[src/rtl/gate_unit_if.sv]
// gate_unit_if: request/result handshake bundle for gate_unit.
interface gate_unit_if #(
   parameter int WIDTH = 8,
   parameter int DEPTH = 4
);
   logic                     in_valid;
   logic                     in_ready;
   logic [2:0]               in_op;
   logic [WIDTH-1:0]         in_a;
   logic [WIDTH-1:0]         in_b;
   logic                     out_valid;
   logic                     out_ready;
   logic [WIDTH-1:0]         out_data;
   logic [$clog2(DEPTH):0]   count;

   modport master (
      output in_valid, in_op, in_a, in_b, out_ready,
      input  in_ready, out_valid, out_data, count
   );

   modport slave (
      input  in_valid, in_op, in_a, in_b, out_ready,
      output in_ready, out_valid, out_data, count
   );
endinterface

[src/rtl/gate_unit.sv]
// gate_unit: bitwise logic unit feeding a first-word-fall-through result FIFO.
module gate_unit #(
   parameter int WIDTH = 8,
   parameter int DEPTH = 4
) (
   input logic        clk,
   input logic        rst_n,
   gate_unit_if.slave bus
);
   localparam int AW = $clog2(DEPTH);

   logic [WIDTH-1:0] mem [DEPTH];
   logic [WIDTH-1:0] result;
   logic [AW-1:0]    wr_ptr;
   logic [AW-1:0]    rd_ptr;
   logic [AW:0]      count;
   logic             push;
   logic             pop;

   // Handshake flags come only from the registered count, never from in_*.
   assign bus.in_ready  = count != (AW+1)'(DEPTH);
   assign bus.out_valid = count != '0;
   assign bus.count     = count;
   assign bus.out_data  = mem[rd_ptr];
   assign push          = bus.in_valid & bus.in_ready;
   assign pop           = bus.out_valid & bus.out_ready;

   always_comb begin
      result = bus.in_a;
      case (bus.in_op)
         3'b000: result = ~bus.in_a;
         3'b001: result = bus.in_a & bus.in_b;
         3'b010: result = bus.in_a | bus.in_b;
         3'b011: result = bus.in_a ^ bus.in_b;
         3'b100: result = ~(bus.in_a & bus.in_b);
         3'b101: result = ~(bus.in_a | bus.in_b);
         3'b110: result = ~(bus.in_a ^ bus.in_b);
         default: result = bus.in_a;
      endcase
   end

   always_ff @(posedge clk)
      if (push) mem[wr_ptr] <= result;

   always_ff @(posedge clk or negedge rst_n)
      if (!rst_n) begin
         wr_ptr <= '0;
         rd_ptr <= '0;
         count  <= '0;
      end else begin
         if (push) wr_ptr <= wr_ptr + AW'(1);
         if (pop) rd_ptr <= rd_ptr + AW'(1);
         if (push && !pop) count <= count + (AW+1)'(1);
         else if (pop && !push) count <= count - (AW+1)'(1);
      end
endmodule

[src/flat_wrapper.sv]
// flat-port wrapper written by rule: the top's interface ports become plain ports
module gate_unit_flat 
#(
   parameter int WIDTH = 8,
   parameter int DEPTH = 4
)
  (clk, rst_n, bus_in_valid, bus_in_op, bus_in_a, bus_in_b, bus_out_ready, bus_in_ready, bus_out_valid, bus_out_data, bus_count);
  gate_unit_if #(.WIDTH(WIDTH), .DEPTH(DEPTH)) bus_i ();
  input logic clk;
  input logic rst_n;
  input wire logic [$bits(bus_i.in_valid)-1:0] bus_in_valid;
  input wire logic [$bits(bus_i.in_op)-1:0] bus_in_op;
  input wire logic [$bits(bus_i.in_a)-1:0] bus_in_a;
  input wire logic [$bits(bus_i.in_b)-1:0] bus_in_b;
  input wire logic [$bits(bus_i.out_ready)-1:0] bus_out_ready;
  output wire logic [$bits(bus_i.in_ready)-1:0] bus_in_ready;
  output wire logic [$bits(bus_i.out_valid)-1:0] bus_out_valid;
  output wire logic [$bits(bus_i.out_data)-1:0] bus_out_data;
  output wire logic [$bits(bus_i.count)-1:0] bus_count;
  assign bus_i.in_valid = bus_in_valid;
  assign bus_i.in_op = bus_in_op;
  assign bus_i.in_a = bus_in_a;
  assign bus_i.in_b = bus_in_b;
  assign bus_i.out_ready = bus_out_ready;
  assign bus_in_ready = bus_i.in_ready;
  assign bus_out_valid = bus_i.out_valid;
  assign bus_out_data = bus_i.out_data;
  assign bus_count = bus_i.count;
  gate_unit #(.WIDTH(WIDTH), .DEPTH(DEPTH)) u_core (.clk(clk), .rst_n(rst_n), .bus(bus_i));
endmodule
[config.mk]
export PLATFORM = sky130hd
export DESIGN_NAME = gate_unit_flat
export DESIGN_NICKNAME = d
export VERILOG_FILES = /design/src/rtl/gate_unit_if.sv /design/src/rtl/gate_unit.sv /design/src/flat_wrapper.sv
export SDC_FILE = /design/constraint.sdc
export NUM_CORES = 1
export LEC_CHECK = 0
export CAP_MARGIN = 20
export CORE_MARGIN = 1
export CORE_UTILIZATION = 59
export DETAILED_ROUTE_END_ITERATION = 7
export HOLD_SLACK_MARGIN = 0.12
export MAX_ROUTING_LAYER = met4
export PLACE_DENSITY = 0.9
export SLEW_MARGIN = 10
export SYNTH_ARGS = -nofsm -noshare
export SYNTH_HDL_FRONTEND = slang
export SYNTH_SLANG_ARGS = --single-unit
export TNS_END_PERCENT = 1
[constraint.sdc]
create_clock -name clk -period 3.8 [get_ports clk]
set_input_delay 0.95 -clock clk [delete_from_list [all_inputs] [get_ports clk]]
set_output_delay 0.95 -clock clk [all_outputs]
set_load 0.03 [all_outputs]
==> insert_results.sql, run 1 <==
INSERT INTO impl_metrics (metric_group, metric, value, unit) VALUES
('die', 'die_width', '67.1', 'µm'),
('route', 'drc', '0', ''),
('global_route', 'grt_first_pass_wirelength', '6.97', 'mm'),
('final_layout', 'multiInputGateArea', '1210', 'µm²'),
('logic_synthesis', 'post_synthesis_sequential_area_ratio', '45.4', '%'),
('die', 'starting_density_of_the_core', '62.0', '%'),
('global_route', 'grt_max_degree', '43', ''),
('logic_synthesis', 'synth_cells', '203', ''),
('clocking', 'worst_setup_hold_path_clk_slew', '80', 'ps'),
('logic_synthesis', 'synth_top_cells_by_area', 'sky130_fd_sc_hd__edfxtp_1 (38%), sky130_fd_sc_hd__ha_1 (11%), sky130_fd_sc_hd__mux4_2 (9.9%), sky130_fd_sc_hd__dfrtp_1 (7.0%), sky130_fd_sc_hd__inv_1 (3.2%)', ''),
('sta', 'post-route-period-util', '83.0', '%'),
('clocking', 'cts_htree_levels', '2', ''),
('logic_synthesis', 'syn_area', '2500', 'µm²'),
('final_layout', 'fraction_of_layout_instances_using_a_drive_strength_above_1', '11.3', '%'),
('setup_path', 'cp_arrival', '2200', 'ps'),
('route', 'drt_iter0_markers', '186', ''),
('setup_path', 'cp-end-kind', 'output port', ''),
('clocking', 'clockRootBuffer', 'sky130_fd_sc_hd__clkbuf_8', ''),
('final_layout', 'non_filler_cells_in_the_finished_layout', '288', ''),
('route', 'vias', '1680', ''),
('final_layout', 'antennaDiodeCount', '0', ''),
('sta', 'timing.clock.skew', '12.1', 'ps'),
('setup_path', 'required_time_of_the_critical_path', '2850', 'ps'),
('placement', 'gp_congestion', '0.774', ''),
('power_and_ir_drop', 'power.ir.vdd_worst', '214', 'µV'),
('final_layout', 'design.final.nets', '282', ''),
('clocking', 'cts_buffer_depth', '2', ''),
('power_and_ir_drop', 'power.static_leakage', '1.17', 'nW'),
('final_layout', 'fillerInstances', '274', ''),
('die', 'placeableCoreArea', '4030', 'µm²'),
('sta', 'setup_viol', '0', ''),
('global_route', 'grt_pass1_vias', '1535', ''),
('route', 'detail_route.vias_per_cell', '5.83', ''),
('run_status', 'run_status', 'finished, final reports clean', ''),
('setup_path', 'worstPathMaxFanout', '10', ''),
('clocking', 'cts.repair.resized', '0', ''),
('logic_synthesis', 'synth_area_per_cell', '12.3', 'µm²'),
('global_route', 'gr_usage_total', '21.6', '%'),
('clocking', 'tritoncts_num_sinks', '39', ''),
('clocking', 'cts_hold_bufs', '0', ''),
('global_route', 'grt.overflow.total', '0', ''),
('sta', 'max_slew.worst_pin.slew', '576', 'ps'),
('placement', 'placement.setup.worst_slack', '800', 'ps'),
('logic_synthesis', 'syn_nets', '248', ''),
('route', 'drt.antenna.violating_nets', '0', ''),
('clocking', 'post_cts_buffers', '0', ''),
('global_route', 'grt_antenna_before_repair', '0', ''),
('die', 'core.rowCount', '23', ''),
('clocking', 'tritoncts', 'yes', ''),
('sta', 'report.final.hold_viol_count', '0', ''),
('placement', 'hpwl', '3.25', 'mm'),
('die', 'design.die.area', '4500', 'µm²'),
('logic_synthesis', 'synth-edff-count', '32', ''),
('logic_synthesis', 'ys_async_sr_fraction', '17.9', '%'),
('sta', 'post-route-worst-setup-slack', '646', 'ps'),
('clocking', 'clkLatencyLatePin', '290', 'ps'),
('placement', 'post-place-cells', '280', ''),
('sta', 'timing_max_transition_violations_final', '0', ''),
('clocking', 'cts_made_buffers', '5', ''),
('sta', 'layout_min_cycle_time', '3150', 'ps'),
('route', 'number_of_search_and_repair_iterations_in_the_first_detailed_routing_pass', '4', ''),
('sta', 'maxSlewHeadroom', '61.6', '%'),
('logic_synthesis', 'yosys_warnings', '0', ''),
('final_layout', 'regArea', '1140', 'µm²'),
('logic_synthesis', 'synthTopCellsByCount', 'sky130_fd_sc_hd__edfxtp_1 (32), sky130_fd_sc_hd__ha_1 (21), sky130_fd_sc_hd__inv_1 (21)', ''),
('route', 'drt-total-wl', '4.32', 'mm'),
('logic_synthesis', 'yosysUniqueCellTypes', '43', ''),
('placement', 'port-buffer-count', '35', ''),
('sta', 'max_freq', '317', 'MHz'),
('logic_synthesis', 'synth_top_cell_by_area', 'sky130_fd_sc_hd__edfxtp_1', ''),
('hold_path', 'hold_path.class', 'reg -> reg', '');
critical path, stage by stage, from the launching register on:
cell                              delay [ps]
sky130_fd_sc_hd__dfrtp_1                 710
sky130_fd_sc_hd__mux4_2                  590
sky130_fd_sc_hd__clkdlybuf4s50_1         600
report_power, final:
part	switching [mW]	internal, mW
logic	0.393	0.370
registers	0.103	0.593
clock network	0.130	0.128
total	0.626	1.09
final timing paths:
path | startpoint | to | slack (ps) | depth (start not counted)
worst max-delay path | u_core.rd_ptr[0] | bus_out_data[2] | 650 | 2
max in group asynchronous | rst_n | u_core.wr_ptr[1] | 2610 | 1
worst min-delay path | u_core.bus.count[2] | u_core.bus.count[2] | 560 | 1
min in group asynchronous | rst_n | u_core.rd_ptr[1] | 920 | 1
worst max register to register | u_core.bus.count[0] | u_core.bus.count[2] | 1510 | 8
worst min register to register | u_core.bus.count[2] | u_core.bus.count[2] | 560 | 1
per-stage QoR:
step	power (mW)	hold slack (ps)
5_1_grt	1.81	569
6_report	1.72	562
4_1_cts	1.73	555
3_5_place_dp	1.47	537
2_1_floorplan	1.20	534
3_3_place_gp	1.44	506
cell usage in the layout (no fill, tap or decap), drive strengths merged, types with 3 or more instances in the layout:
| cell type | Yosys | routed |
|---|---|---|
| mux4 | 11 | 11 |
| nor2 | 9 | 9 |
| clkbuf | 2 | 7 |
| nand2b | 7 | 7 |
| clkdlybuf4s50 | 0 | 35 |
| buf | 9 | 3 |
| nand2 | 10 | 10 |
| mux2i | 7 | 7 |
| mux2 | 8 | 8 |
| o211ai | 4 | 4 |
| ha | 21 | 21 |
| a221oi | 4 | 4 |
| xnor2 | 4 | 4 |
| o21ai | 10 | 10 |
| edfxtp | 32 | 32 |
| a21oi | 6 | 6 |
| inv | 21 | 21 |
| and3 | 4 | 4 |
| o22ai | 3 | 3 |
| dfrtp | 7 | 7 |
state kept, by name (all words and copies together) (netlist names):
register,cells
u_core.rd_ptr,2
u_core.mem,32
u_core.wr_ptr,2
u_core.bus.count,3
routing by layer:
layer	global-route usage (%)	share of wire [%]	vias to the layer above
met1	26.7	43	801
met4	6.12	0.093	0
met2	35.8	52	53
met3	4.62	4.6	2
li1	-	-	824
met5	-	0	-
area by class of cell:
type | instances | area share (%)
sequential | 39 | 38.6
multi-input combinational | 132 | 41.2
timing repair buffer | 38 | 12.7
inverter | 21 | 2.68
clock inverter | 1 | 0.170
clock buffer | 7 | 2.59
tap | 50 | 2.12
cell families after synthesis:
family / after synthesis / share of synthesized area [%]
AOI/OAI and AO/OA: 38 / 10.3
xor gates and xnor gates: 6 / 2.10
and+or+nand+nor: 40 / 8.41
DFF: 39 / 45.4
buffers and inverters: 32 / 6.01
muxes: 26 / 16.5
adders and majority gates: 22 / 11.3
Power figures use the tool's default switching activity.
==> run 2, diff against run 1 <==
--- a/config.mk
+++ b/config.mk
@@ -7,11 +7,11 @@
 export LEC_CHECK = 0
 export CAP_MARGIN = 20
 export CORE_MARGIN = 1
-export CORE_UTILIZATION = 59
+export CORE_UTILIZATION = 55
 export DETAILED_ROUTE_END_ITERATION = 7
 export HOLD_SLACK_MARGIN = 0.12
 export MAX_ROUTING_LAYER = met4
-export PLACE_DENSITY = 0.9
+export PLACE_DENSITY = 0.85
 export SLEW_MARGIN = 10
 export SYNTH_ARGS = -nofsm -noshare
 export SYNTH_HDL_FRONTEND = slang
==> constraint.sdc (replaced) <==
create_clock -name clk -period 3.1 [get_ports clk]
set_input_delay 0.775 -clock clk [delete_from_list [all_inputs] [get_ports clk]]
set_output_delay 0.775 -clock clk [all_outputs]
set_load 0.03 [all_outputs]
==> run 2 against run 1 <==
Cell count increased by 1.0%. Worst hold slack got worse by 34 ps. Design area increased by 0.76%. Die area increased by 7.1%. Global-route usage decreased by 2.4 points.
==> insert_results.sql, run 2 (synthesis gave the netlist of run 1 again) <==
INSERT INTO impl_metrics (metric_group, metric, value, unit) VALUES
('power_and_ir_drop', 'design_power_total', '2.09', 'mW'),
('sta', 'post-route-period-util', '88.2', '%'),
('sta', 'report.final.hold_viol_count', '0', ''),
('run_status', 'run_status', 'finished, final reports clean', ''),
('hold_path', 'min_delay_path_depth', '1', ''),
('route', 'drc', '0', ''),
('setup_path', 'cp-end-kind', 'output port', ''),
('sta', 'timing.clock.skew', '3.72', 'ps'),
('final_layout', 'design.final.nets', '283', ''),
('setup_path', 'required_time_of_the_critical_path', '2320', 'ps'),
('power_and_ir_drop', 'p_per_area', '705', 'nW/µm²'),
('flow_run', 'drv_cap', '0', ''),
('final_layout', 'most_common_library_cell_in_the_layout_ignoring_fill_and_taps', 'sky130_fd_sc_hd__clkdlybuf4s50_1', ''),
('clocking', 'cts_hold_bufs', '0', ''),
('setup_path', 'slowest_delay', '600', 'ps'),
('sta', 'rsz0062_at_grt', 'no', ''),
('route', 'drt_iter0_markers', '104', ''),
('clocking', 'post_cts_buffers', '0', ''),
('setup_path', 'worstReg2RegStart', 'u_core.bus.count[0]', ''),
('power_and_ir_drop', 'power.ir.vdd_worst', '249', 'µV'),
('setup_path', 'rr_endpoint', 'u_core.bus.count[2]', ''),
('sta', 'maxSlewHeadroom', '71.3', '%'),
('die', 'placeableCoreArea', '4350', 'µm²'),
('route', 'drt-total-wl', '4.11', 'mm'),
('setup_path', 'crit_path_start_kind', 'register', ''),
('sta', 'setup-tns-final', '0', 'ps'),
('route', 'detail_route.vias_per_cell', '5.67', ''),
('final_layout', 'mostFrequentLayoutCells', 'sky130_fd_sc_hd__clkdlybuf4s50_1 (35), sky130_fd_sc_hd__edfxtp_1 (32), sky130_fd_sc_hd__inv_1 (21), sky130_fd_sc_hd__ha_1 (21), sky130_fd_sc_hd__mux4_2 (11)', ''),
('clocking', 'tritoncts', 'yes', ''),
('global_route', 'grt_first_pass_wirelength', '7.16', 'mm'),
('global_route', 'grt_pass1_vias', '1637', ''),
('setup_path', 'worstPathMaxFanout', '10', ''),
('setup_path', 'worst-r2r-cell-count', '8', ''),
('final_layout', 'fraction_of_layout_instances_using_a_drive_strength_above_1', '11.7', '%'),
('route', 'dr_wl_cell', '14.1', 'µm'),
('clocking', 'cts_htree_levels', '2', ''),
('final_layout', 'regs_by_ff_count', 'u_core.mem: 32 flops, u_core.bus.count: 3 flops', ''),
('global_route', 'grt.overflow.total', '0', ''),
('die', 'starting_density_of_the_core', '57.4', '%'),
('clocking', 'cts.repair.resized', '0', ''),
('setup_path', 'timing.reg2reg.setup_slack', '990', 'ps'),
('final_layout', 'post_synthesis_to_final_layout_area_growth', '18.7', '%'),
('setup_path', 'cp_arrival', '1960', 'ps'),
('sta', 'setup_viol', '0', ''),
('clocking', 'cts_buffer_depth', '2', ''),
('sta', 'layout_min_cycle_time', '2730', 'ps'),
('route', 'number_of_search_and_repair_iterations_in_the_first_detailed_routing_pass', '4', ''),
('placement', 'gp_congestion', '0.711', ''),
('hold_path', 'worstHoldEndpoint', 'u_core.bus.count[2]', ''),
('die', 'io_pins', '36', ''),
('sta', 'timing_max_transition_violations_final', '0', ''),
('sta', 'max_freq', '366', 'MHz'),
('clocking', 'worst_setup_hold_path_clk_slew', '60', 'ps'),
('clocking', 'cts_made_buffers', '5', ''),
('die', 'design.die.area', '4820', 'µm²'),
('hold_path', 'hold_path.class', 'reg -> reg', ''),
('final_layout', 'max_flop_register', 'u_core.mem', ''),
('route', 'vias', '1651', ''),
('clocking', 'tritoncts_num_sinks', '39', ''),
('global_route', 'gr_usage_total', '19.2', '%'),
('die', 'core.rowCount', '24', ''),
('setup_path', 'worstPathCellList', 'buf_4 -> mux4_2 -> clkdlybuf4s50_1', ''),
('placement', 'placement.setup.worst_slack', '348', 'ps'),
('placement', 'port-buffer-count', '35', ''),
('setup_path', 'crit_slowest_cell', 'sky130_fd_sc_hd__clkdlybuf4s50_1', ''),
('route', 'drt.antenna.violating_nets', '0', ''),
('placement', 'hpwl', '3.09', 'mm'),
('sta', 'max_slew.worst_pin.slew', '431', 'ps'),
('global_route', 'grt_antenna_before_repair', '0', ''),
('setup_path', 'setup.worst_path.class', 'reg -> out', ''),
('die', 'die_width', '69.4', 'µm'),
('die', 'die_y', '69.4', 'µm'),
('clocking', 'clkLatencyLatePin', '280', 'ps'),
('clocking', 'clockRootBuffer', 'sky130_fd_sc_hd__clkbuf_8', ''),
('power_and_ir_drop', 'power.static_leakage', '1.18', 'nW'),
('hold_path', 'hp-start', 'u_core.bus.count[2]', ''),
('sta', 'post-route-worst-setup-slack', '365', 'ps'),
('global_route', 'grt_max_degree', '43', ''),
('final_layout', 'largest_register_ffs', '32', ''),
('final_layout', 'antennaDiodeCount', '0', '');
==> run 2: worst max-delay path by stage <==
stage | slack, ps | startpoint | end | cells after the start
3_3_place_gp | 390 | bus_in_a[4] | u_core.mem[0][4] | 6
3_5_place_dp | 350 | bus_in_a[2] | u_core.mem[2][2] | 6
4_1_cts | 340 | u_core.rd_ptr[0] | bus_out_data[2] | 3
5_1_grt | 300 | u_core.rd_ptr[0] | bus_out_data[0] | 3
2_1_floorplan | 760 | u_core.bus.count[0] | u_core.bus.count[2] | 8
6_report | 370 | u_core.rd_ptr[0] | bus_out_data[2] | 3
==> run 2: through the flow <==
step                utilization [%]  instance area, µm²  cells  hold WS (ps)
floorplan                         -                2500    203           479
CTS                            68.2                2970    291           526
global placement               66.3                2890    283           510
global route                   68.2                2970    291           544
detailed placement             66.3                2890    283           518
finish                         68.2                2970    291           528
==> run 2: routing by layer <==
layer | vias up | share of wire (%) | GRT usage (%)
met5 | - | 0 | -
met4 | 0 | 1.4 | 7.71
met3 | 5 | 3.5 | 2.91
met2 | 37 | 50 | 31.9
met1 | 783 | 45 | 23.6
li1 | 826 | - | -
==> run 2: power breakdown <==
group	switching, mW	internal, mW	total [mW]
clock network	0.155	0.157	0.312
registers	0.0862	0.727	0.813
logic	0.504	0.464	0.968
==> run 2: critical path: cells and delay by family, from the launching register on <==
kind	cells	cell delay, ps
buffers and inverters	2	820
multiplexers	1	530
flip-flops	1	320
==> run 2: final cells by class <==
cell class                 count  area (µm²)
inverter                      21        78.8
sequential                    39        1140
timing repair buffer          39         393
clock buffer                   7        76.3
clock inverter                 1        5.00
multi-input combinational    132        1210
fill                         317        1390
tap                           52        65.1
